### config.mk
export PLATFORM = sky130hd
export DESIGN_NAME = cp0_vec
export DESIGN_NICKNAME = d
export VERILOG_FILES = /design/src/rtl/cp0_pkg.sv /design/src/rtl/cp0_timer.sv /design/src/rtl/cp0_vec.sv
export SDC_FILE = /design/constraint.sdc
export NUM_CORES = 1
export LEC_CHECK = 0
export ABC_AREA = 1
export CAP_MARGIN = 15
export CORE_ASPECT_RATIO = 0.75
export CORE_UTILIZATION = 40
export CTS_BUF_LIST = sky130_fd_sc_hd__clkbuf_4
export CTS_CLUSTER_SIZE = 30
export DETAILED_ROUTE_END_ITERATION = 10
export PLACE_DENSITY = 0.83
export SYNTH_ARGS = -nofsm -noshare
export SYNTH_HDL_FRONTEND = slang
export SYNTH_HIERARCHICAL = 1
export SYNTH_SLANG_ARGS = --single-unit
### constraint.sdc
create_clock -name clock -period 1.77 [get_ports clock]
set_input_delay 0.2655 -clock clock [delete_from_list [all_inputs] [get_ports clock]]
set_output_delay 0.2655 -clock clock [all_outputs]
set_load 0.02 [all_outputs]
### src/rtl/cp0_pkg.sv
// cp0_pkg: shared definitions for the cp0_vec coprocessor 0 slice.
//   - coprocessor register numbers reachable through MFC0/MTC0
//   - bit positions inside Status and Cause
//   - timer interrupt index and Compare reset value
//   - highest_idx(): fixed-priority encoder over the 8 IP/IM positions
// Optional feature macro used by the slice: CP0_TIMER_EN.
package cp0_pkg;

   localparam logic [4:0] REG_COUNT   = 5'd9;
   localparam logic [4:0] REG_COMPARE = 5'd11;
   localparam logic [4:0] REG_STATUS  = 5'd12;
   localparam logic [4:0] REG_CAUSE   = 5'd13;
   localparam logic [4:0] REG_EPC     = 5'd14;

   localparam int BIT_IE    = 0;
   localparam int BIT_EXL   = 1;
   localparam int IP_BASE   = 8;
   localparam int TIMER_BIT = 15;
   localparam int EXC_LSB   = 2;
   localparam int EXC_MSB   = 6;

   localparam logic [2:0]  TIMER_IDX   = 3'd7;
   localparam logic [31:0] COMPARE_RST = 32'hFFFF_FFFF;

   // Highest set bit wins: timer (bit 7) beats every external line.
   function automatic logic [2:0] highest_idx(input logic [7:0] v);
      logic [2:0] idx;
      idx = 3'd0;
      for (int i = 0; i < 8; i++) begin
         if (v[i]) idx = 3'(i);
      end
      return idx;
   endfunction

endpackage

### src/rtl/cp0_timer.sv
// cp0_timer: Count/Compare timer with a sticky match latch.
// Ports:
//   clock, reset     rising-edge clock, synchronous active-high reset
//   wr_count         load Count from wr_data (suppresses that cycle's increment)
//   wr_compare       load Compare from wr_data and clear the pending latch
//   wr_data          MTC0 write data
//   count, compare   current register values
//   pending          set the edge after Count == Compare, held until Compare write
module cp0_timer
   import cp0_pkg::*;
(
   input  logic        clock,
   input  logic        reset,
   input  logic        wr_count,
   input  logic        wr_compare,
   input  logic [31:0] wr_data,
   output logic [31:0] count,
   output logic [31:0] compare,
   output logic        pending
);

   logic [31:0] count_q, count_d;
   logic [31:0] compare_q, compare_d;
   logic        pending_q, pending_d;

   always_comb begin
      count_d   = wr_count ? wr_data : count_q + 32'd1;
      compare_d = wr_compare ? wr_data : compare_q;
      // A Compare write in the same cycle as a match leaves the latch clear.
      if (wr_compare)
         pending_d = 1'b0;
      else if (count_q == compare_q)
         pending_d = 1'b1;
      else
         pending_d = pending_q;
   end

   always_ff @(posedge clock) begin
      if (reset) begin
         count_q   <= 32'd0;
         compare_q <= COMPARE_RST;
         pending_q <= 1'b0;
      end else begin
         count_q   <= count_d;
         compare_q <= compare_d;
         pending_q <= pending_d;
      end
   end

   assign count   = count_q;
   assign compare = compare_q;
   assign pending = pending_q;

endmodule

### src/rtl/cp0_vec.sv
// cp0_vec: coprocessor 0 with up to seven masked external interrupt lines
// plus an optional Count/Compare timer (macro CP0_TIMER_EN), fixed priority
// and the taken source latched into Cause.ExcCode.
// Parameters:
//   NUM_IRQ   external lines, 1..7, on IP/IM bits 8..8+NUM_IRQ-1
//   PC_WIDTH  word-address width of next_pc/EPC, up to 30
// Ports:
//   clock, reset    rising-edge clock, synchronous active-high reset
//   rd_data         combinational read of the register selected by regnum
//   EPC             saved word-address return PC
//   TakenInterrupt  combinational: an interrupt is taken this cycle
//   wr_data, regnum, MTC0   coprocessor register write port
//   next_pc         PC captured into EPC when an interrupt is taken
//   ERET            return from exception, clears EXL
//   irq_in          level-sensitive external requests
module cp0_vec #(
   parameter int NUM_IRQ  = 7,
   parameter int PC_WIDTH = 30
) (
   input  logic                clock,
   input  logic                reset,
   output logic [31:0]         rd_data,
   output logic [PC_WIDTH-1:0] EPC,
   output logic                TakenInterrupt,
   input  logic [31:0]         wr_data,
   input  logic [4:0]          regnum,
   input  logic [PC_WIDTH-1:0] next_pc,
   input  logic                MTC0,
   input  logic                ERET,
   input  logic [NUM_IRQ-1:0]  irq_in
);

   import cp0_pkg::*;

   localparam logic [7:0] EXT_MASK = 8'((1 << NUM_IRQ) - 1);
`ifdef CP0_TIMER_EN
   localparam logic [7:0] IM_MASK = EXT_MASK | 8'h80;
`else
   localparam logic [7:0] IM_MASK = EXT_MASK;
`endif

   logic [7:0]          im_q, im_d;
   logic                ie_q, ie_d;
   logic                exl_q, exl_d;
   logic [4:0]          exc_q, exc_d;
   logic [PC_WIDTH-1:0] epc_q, epc_d;

   logic [7:0] ip;
   logic [7:0] active;
   logic       timer_pending;
   logic       take;

`ifdef CP0_TIMER_EN
   logic [31:0] timer_count;
   logic [31:0] timer_compare;

   cp0_timer u_timer (
      .clock      (clock),
      .reset      (reset),
      .wr_count   (MTC0 && (regnum == REG_COUNT)),
      .wr_compare (MTC0 && (regnum == REG_COMPARE)),
      .wr_data    (wr_data),
      .count      (timer_count),
      .compare    (timer_compare),
      .pending    (timer_pending)
   );
`else
   assign timer_pending = 1'b0;
   // Bit 1 only feeds the timer registers, which are absent in this build.
   logic unused_wr_bit;
   assign unused_wr_bit = wr_data[1];
`endif

   // IP[8+i] follows irq_in[i] directly; positions beyond NUM_IRQ read 0.
   genvar gi;
   generate
      for (gi = 0; gi < 7; gi++) begin : g_ip
         if (gi < NUM_IRQ) begin : g_line
            assign ip[gi] = irq_in[gi];
         end else begin : g_none
            assign ip[gi] = 1'b0;
         end
      end
   endgenerate
   assign ip[7] = timer_pending;

   assign active         = ip & im_q;
   assign take           = (|active) & ie_q & ~exl_q;
   assign TakenInterrupt = take;
   assign EPC            = epc_q;

   always_comb begin
      im_d  = im_q;
      ie_d  = ie_q;
      exl_d = exl_q;
      exc_d = exc_q;
      epc_d = epc_q;

      // Status write proceeds even in a take cycle; EXL is handled below.
      if (MTC0 && (regnum == REG_STATUS)) begin
         im_d = wr_data[15:8] & IM_MASK;
         ie_d = wr_data[0];
      end

      if (take) begin
         exl_d = 1'b1;
         exc_d = {2'b00, highest_idx(active)};
         epc_d = next_pc;
      end else begin
         if (ERET) exl_d = 1'b0;
         if (MTC0 && (regnum == REG_EPC)) epc_d = wr_data[PC_WIDTH+1:2];
      end
   end

   always_ff @(posedge clock) begin
      if (reset) begin
         im_q  <= 8'h00;
         ie_q  <= 1'b0;
         exl_q <= 1'b0;
         exc_q <= 5'd0;
         epc_q <= '0;
      end else begin
         im_q  <= im_d;
         ie_q  <= ie_d;
         exl_q <= exl_d;
         exc_q <= exc_d;
         epc_q <= epc_d;
      end
   end

   always_comb begin
      rd_data = 32'h0;
      case (regnum)
         REG_STATUS: rd_data = {16'h0, im_q, 6'h0, exl_q, ie_q};
         REG_CAUSE:  rd_data = {16'h0, ip, 1'b0, exc_q, 2'b00};
         REG_EPC:    rd_data = 32'({epc_q, 2'b00});
`ifdef CP0_TIMER_EN
         REG_COUNT:   rd_data = timer_count;
         REG_COMPARE: rd_data = timer_compare;
`endif
         default:    rd_data = 32'h0;
      endcase
   end

endmodule
==> metrics list <==
* Clock buffer depth: 2
* Cell area after technology mapping: 2980 µm²
- Number of endpoints with negative hold slack in the final report: 0
- STA classifies the critical path startpoint as a register.
* CP bufs+invs: 1
- Die Y-Extent: 76.8 µm
- 141 I/O pins were placed.
* Number of max-capacitance violations reported: 0
- Design internal power: 1.33 mW
- Number of antenna violations at the first check in global routing: 0
* Utilization after layout: 0.658
* Kind of cell adding the most delay to the critical path: buffers and inverters
- Cells after synthesis: 423
* Num Clock Sinks: 42
- Number of vias after detailed routing: 3453
- CTS placed an instance of sky130_fd_sc_hd__clkbuf_4 at the clock tree root.
* Growth of design area from synthesis to finish: 54.5%
- Ratio of cells with drive above 1 in the final layout: 0.281
- Clock-pin slew was measured on the worst setup and hold paths at 0.13 ns.
* Final period demand of the worst path: 1.70 ns
* Highest fanout seen on the critical path: 3
- Aggregate global routing overflow: 0
* Worst Path Class, Setup: register to output port
* Total half-perimeter wirelength after legalization and detailed placement: 7280 µm
- Sum of routed wire length over all layers: 9910 µm
- Number of core rows: 26
- Of the total power, the share spent switching nets is 0.270.
* Least-Margin Pin Slew: 0.529 ns
- Number of H-tree levels: 2
* Worst-case register-to-register setup slack: 0.35 ns
- The signal on the critical path passes through clkdlybuf4s50_1.
* Remaining max-slew budget at the tightest pin: 0.647
- Power density over the cells: 395 nW/µm²
- Of the total power, registers draw 0.528.
- The worst setup path is captured at an output port.
* Classification of the worst-slack hold path: input pin to register
- Wire length of the first global-routing pass: 15700 µm
- Among all stages on the critical path, the largest delay is contributed by sky130_fd_sc_hd__clkdlybuf4s50_1.
* Number of buffers inserted during clock tree synthesis: 5
* Violation count after the first detailed-route iteration: 107
* Part of the total power dissipated in combinational logic: 0.211
* Avg Cell Area, Syn: 7.05 µm²
- Slew Limit Fails: 0
- Synthesized netlist net count: 501
* Largest voltage drop on the vdd net: 0.221 mV
- Vias in the first global route: 3267
- Power dissipated by switching net loads: 492 µW
- 1st-pass router iterations: 5
* Req. time, crit path: 1.50 ns
* Share of the yosys chip area belonging to registers: 0.282
- At the worst endpoint, the arrival time is 1.43 ns.
- Routed len/inst: 14.6 µm
- After routing, the total negative slack on setup checks comes to 0 ns.
- The count of nets left with antenna violations once routing finished came out at 0.
* Number of synthesized register bits: 42
* Final Setup Violations: 0
- After the last flow step, the layout net total stands at 658.
- 0 antenna diodes ended up in the layout.
- Total die area: 7810 µm²
* Die extent in x: 102 µm
- Largest clock skew in the final design: 0.0138 ns
- For this run, the number of standard cells in the final layout without fillers is 679.
- Via density per instance: 5.09
- Ratio of final minimum period to clock period: 0.959
* Largest net degree at the start of global routing: 34
- RSZ-0062 raised after global routing: no
- TritonCTS built the clock tree.
- The congestion estimate from routability-driven global placement came to 0.888.
* Placed Instances: 663
- Synth cell types: 30
- Gr usage total: 0.253
* Static Leakage: 1.90 nW
- Clock network latency to the later pin of the worst-skew pair: 0.35 ns
- Number of buffers inserted for hold repair after clock tree synthesis: 0
- Part of the power in the clock network: 0.261
* Max Freq: 589 MHz
* Biggest cell delay along the critical path: 0.65 ns
- For this run, design rule violations remaining after detail routing come to 0.
- The count of buffers added on input and output ports is 139.
- Initial Utilization: 0.426
* Yosys warning count: 6
- The run finished with clean final reports.
* Area of the core: 6990 µm²
tightest hold or removal path: cells and delay by family:
family / cells / cell delay (ns)
AO/OA/AOI/OAI: 2 / 0.16
buffers and inverters: 2 / 0.23
flip-flops by register name, indices dropped and copies added, names as in the netlist:
register	flops
im_q	7
EPC	30
exc_q	3
exl_q	1
ie_q	1
cell families after synthesis:
logic type / count (synthesis) / share of synthesized area
flops: 42 / 0.282
simple gates: 223 / 0.411
compound gates: 62 / 0.150
buf+inv: 96 / 0.157
cell usage after synthesis:
cell / instances / share of area
sky130_fd_sc_hd__nand2_4: 1 / 0.0038
sky130_fd_sc_hd__nor3_1: 1 / 0.0017
sky130_fd_sc_hd__buf_6: 2 / 0.0076
sky130_fd_sc_hd__nor2_1: 26 / 0.033
sky130_fd_sc_hd__nand3_1: 32 / 0.054
sky130_fd_sc_hd__buf_12: 3 / 0.020
sky130_fd_sc_hd__dfxtp_1: 42 / 0.28
sky130_fd_sc_hd__buf_4: 4 / 0.010
sky130_fd_sc_hd__nand2_2: 5 / 0.010
sky130_fd_sc_hd__buf_1: 1 / 0.0013
sky130_fd_sc_hd__inv_2: 3 / 0.0038
sky130_fd_sc_hd__o21ai_0: 9 / 0.015
sky130_fd_sc_hd__nand3_2: 31 / 0.10
sky130_fd_sc_hd__clkbuf_2: 1 / 0.0017
sky130_fd_sc_hd__buf_8: 1 / 0.0050
sky130_fd_sc_hd__o211ai_1: 7 / 0.018
sky130_fd_sc_hd__nand2_1: 89 / 0.11
sky130_fd_sc_hd__nor2_2: 2 / 0.0042
sky130_fd_sc_hd__clkbuf_1: 8 / 0.010
sky130_fd_sc_hd__nand2_8: 1 / 0.0067
sky130_fd_sc_hd__o21ai_1: 2 / 0.0034
sky130_fd_sc_hd__inv_1: 61 / 0.077
sky130_fd_sc_hd__nor2_4: 3 / 0.011
sky130_fd_sc_hd__buf_2: 12 / 0.020
sky130_fd_sc_hd__a21oi_1: 12 / 0.020
sky130_fd_sc_hd__a21oi_2: 29 / 0.085
sky130_fd_sc_hd__nand4_1: 30 / 0.063
sky130_fd_sc_hd__a22o_1: 3 / 0.0088
sky130_fd_sc_hd__nand4_2: 1 / 0.0042
sky130_fd_sc_hd__nor3_2: 1 / 0.0034
power groups by stage:
stage / Sequential [mW] / Combinational [mW] / Clock, mW
CTS: 0.962 / 0.379 / 0.495
floorplan: 0.989 / 0.123 / 0
global placement: 0.983 / 0.365 / 0
finish: 0.962 / 0.384 / 0.475
detailed placement: 0.983 / 0.370 / 0
global route: 0.964 / 0.406 / 0.537
through the flow:
stage	cell area [µm²]	hold WS [ns]	setup slack (ns)	total power, mW
after detailed placement	4600	0.467	-0.615	1.35
after CTS	4600	0.315	0.00612	1.84
after global placement	4600	0.464	-0.525	1.35
after floorplan	2980	0.441	0.286	1.11
after global routing	4610	0.338	0.0187	1.91
final	4610	0.340	0.0729	1.82
cell type report:
| type | instances | area [µm²] |
|---|---|---|
| clock buffer | 6 | 45.0 |
| inverter | 64 | 245 |
| sequential | 42 | 841 |
| multi-input combinational | 286 | 1710 |
| fill | 611 | 2390 |
| timing repair buffer | 180 | 1630 |
| timing repair inverter | 1 | 7.51 |
| tap | 98 | 123 |
| clock inverter | 2 | 8.76 |
layer usage:
| metal | wire [µm] | up-vias | share of wire | track usage |
|---|---|---|---|---|
| met5 | 0 | - | 0 | 0 |
| met4 | 109 | 0 | 0.011 | 0.0580 |
| met3 | 609 | 13 | 0.061 | 0.0401 |
| met2 | 4730 | 136 | 0.48 | 0.438 |
| met1 | 4470 | 1608 | 0.45 | 0.325 |
| li1 | - | 1696 | - | - |
placed cells by master (no fill, tap or decap), types with 2 or more instances in the layout:
master,Yosys,final
sky130_fd_sc_hd__nand3_2,31,31
sky130_fd_sc_hd__buf_2,12,26
sky130_fd_sc_hd__nand2_4,1,2
sky130_fd_sc_hd__o21ai_1,2,4
sky130_fd_sc_hd__dfxtp_1,42,42
sky130_fd_sc_hd__a22o_1,3,3
sky130_fd_sc_hd__dlymetal6s2s_1,0,2
sky130_fd_sc_hd__dlygate4sd2_1,0,4
sky130_fd_sc_hd__nand2_1,89,87
sky130_fd_sc_hd__inv_1,61,61
sky130_fd_sc_hd__o21ai_0,9,7
sky130_fd_sc_hd__inv_2,3,2
sky130_fd_sc_hd__clkdlybuf4s15_2,0,2
sky130_fd_sc_hd__nor2_1,26,26
sky130_fd_sc_hd__nand4_1,30,30
sky130_fd_sc_hd__a21oi_2,29,29
sky130_fd_sc_hd__clkdlybuf4s50_1,0,99
sky130_fd_sc_hd__clkbuf_4,0,6
sky130_fd_sc_hd__o211ai_1,7,7
sky130_fd_sc_hd__nor2_4,3,4
sky130_fd_sc_hd__nand2_2,5,6
sky130_fd_sc_hd__nand3_1,32,32
sky130_fd_sc_hd__a21oi_1,12,12
sky130_fd_sc_hd__buf_4,4,40
sky130_fd_sc_hd__buf_12,3,6
path summary, 6_finish.rpt:
| check | startpoint | end | cells after the start |
|---|---|---|---|
| max | EPC[8] | EPC[8] | 1 |
| min | reset | im_q[3] | 4 |
| max reg2reg | im_q[4] | EPC[28] | 10 |
| min reg2reg | im_q[4] | im_q[4] | 2 |
timing repair:
| action | CTS | global route |
|---|---|---|
| gates cloned | 3 | 0 |
| gates resized for setup | 145 | 5 |
| setup buffers | 5 | 0 |
| pin swaps | 9 | 0 |
| setup endpoints to repair | 33 | 34 |
No activity file was read; power rests on OpenSTA's default activity.
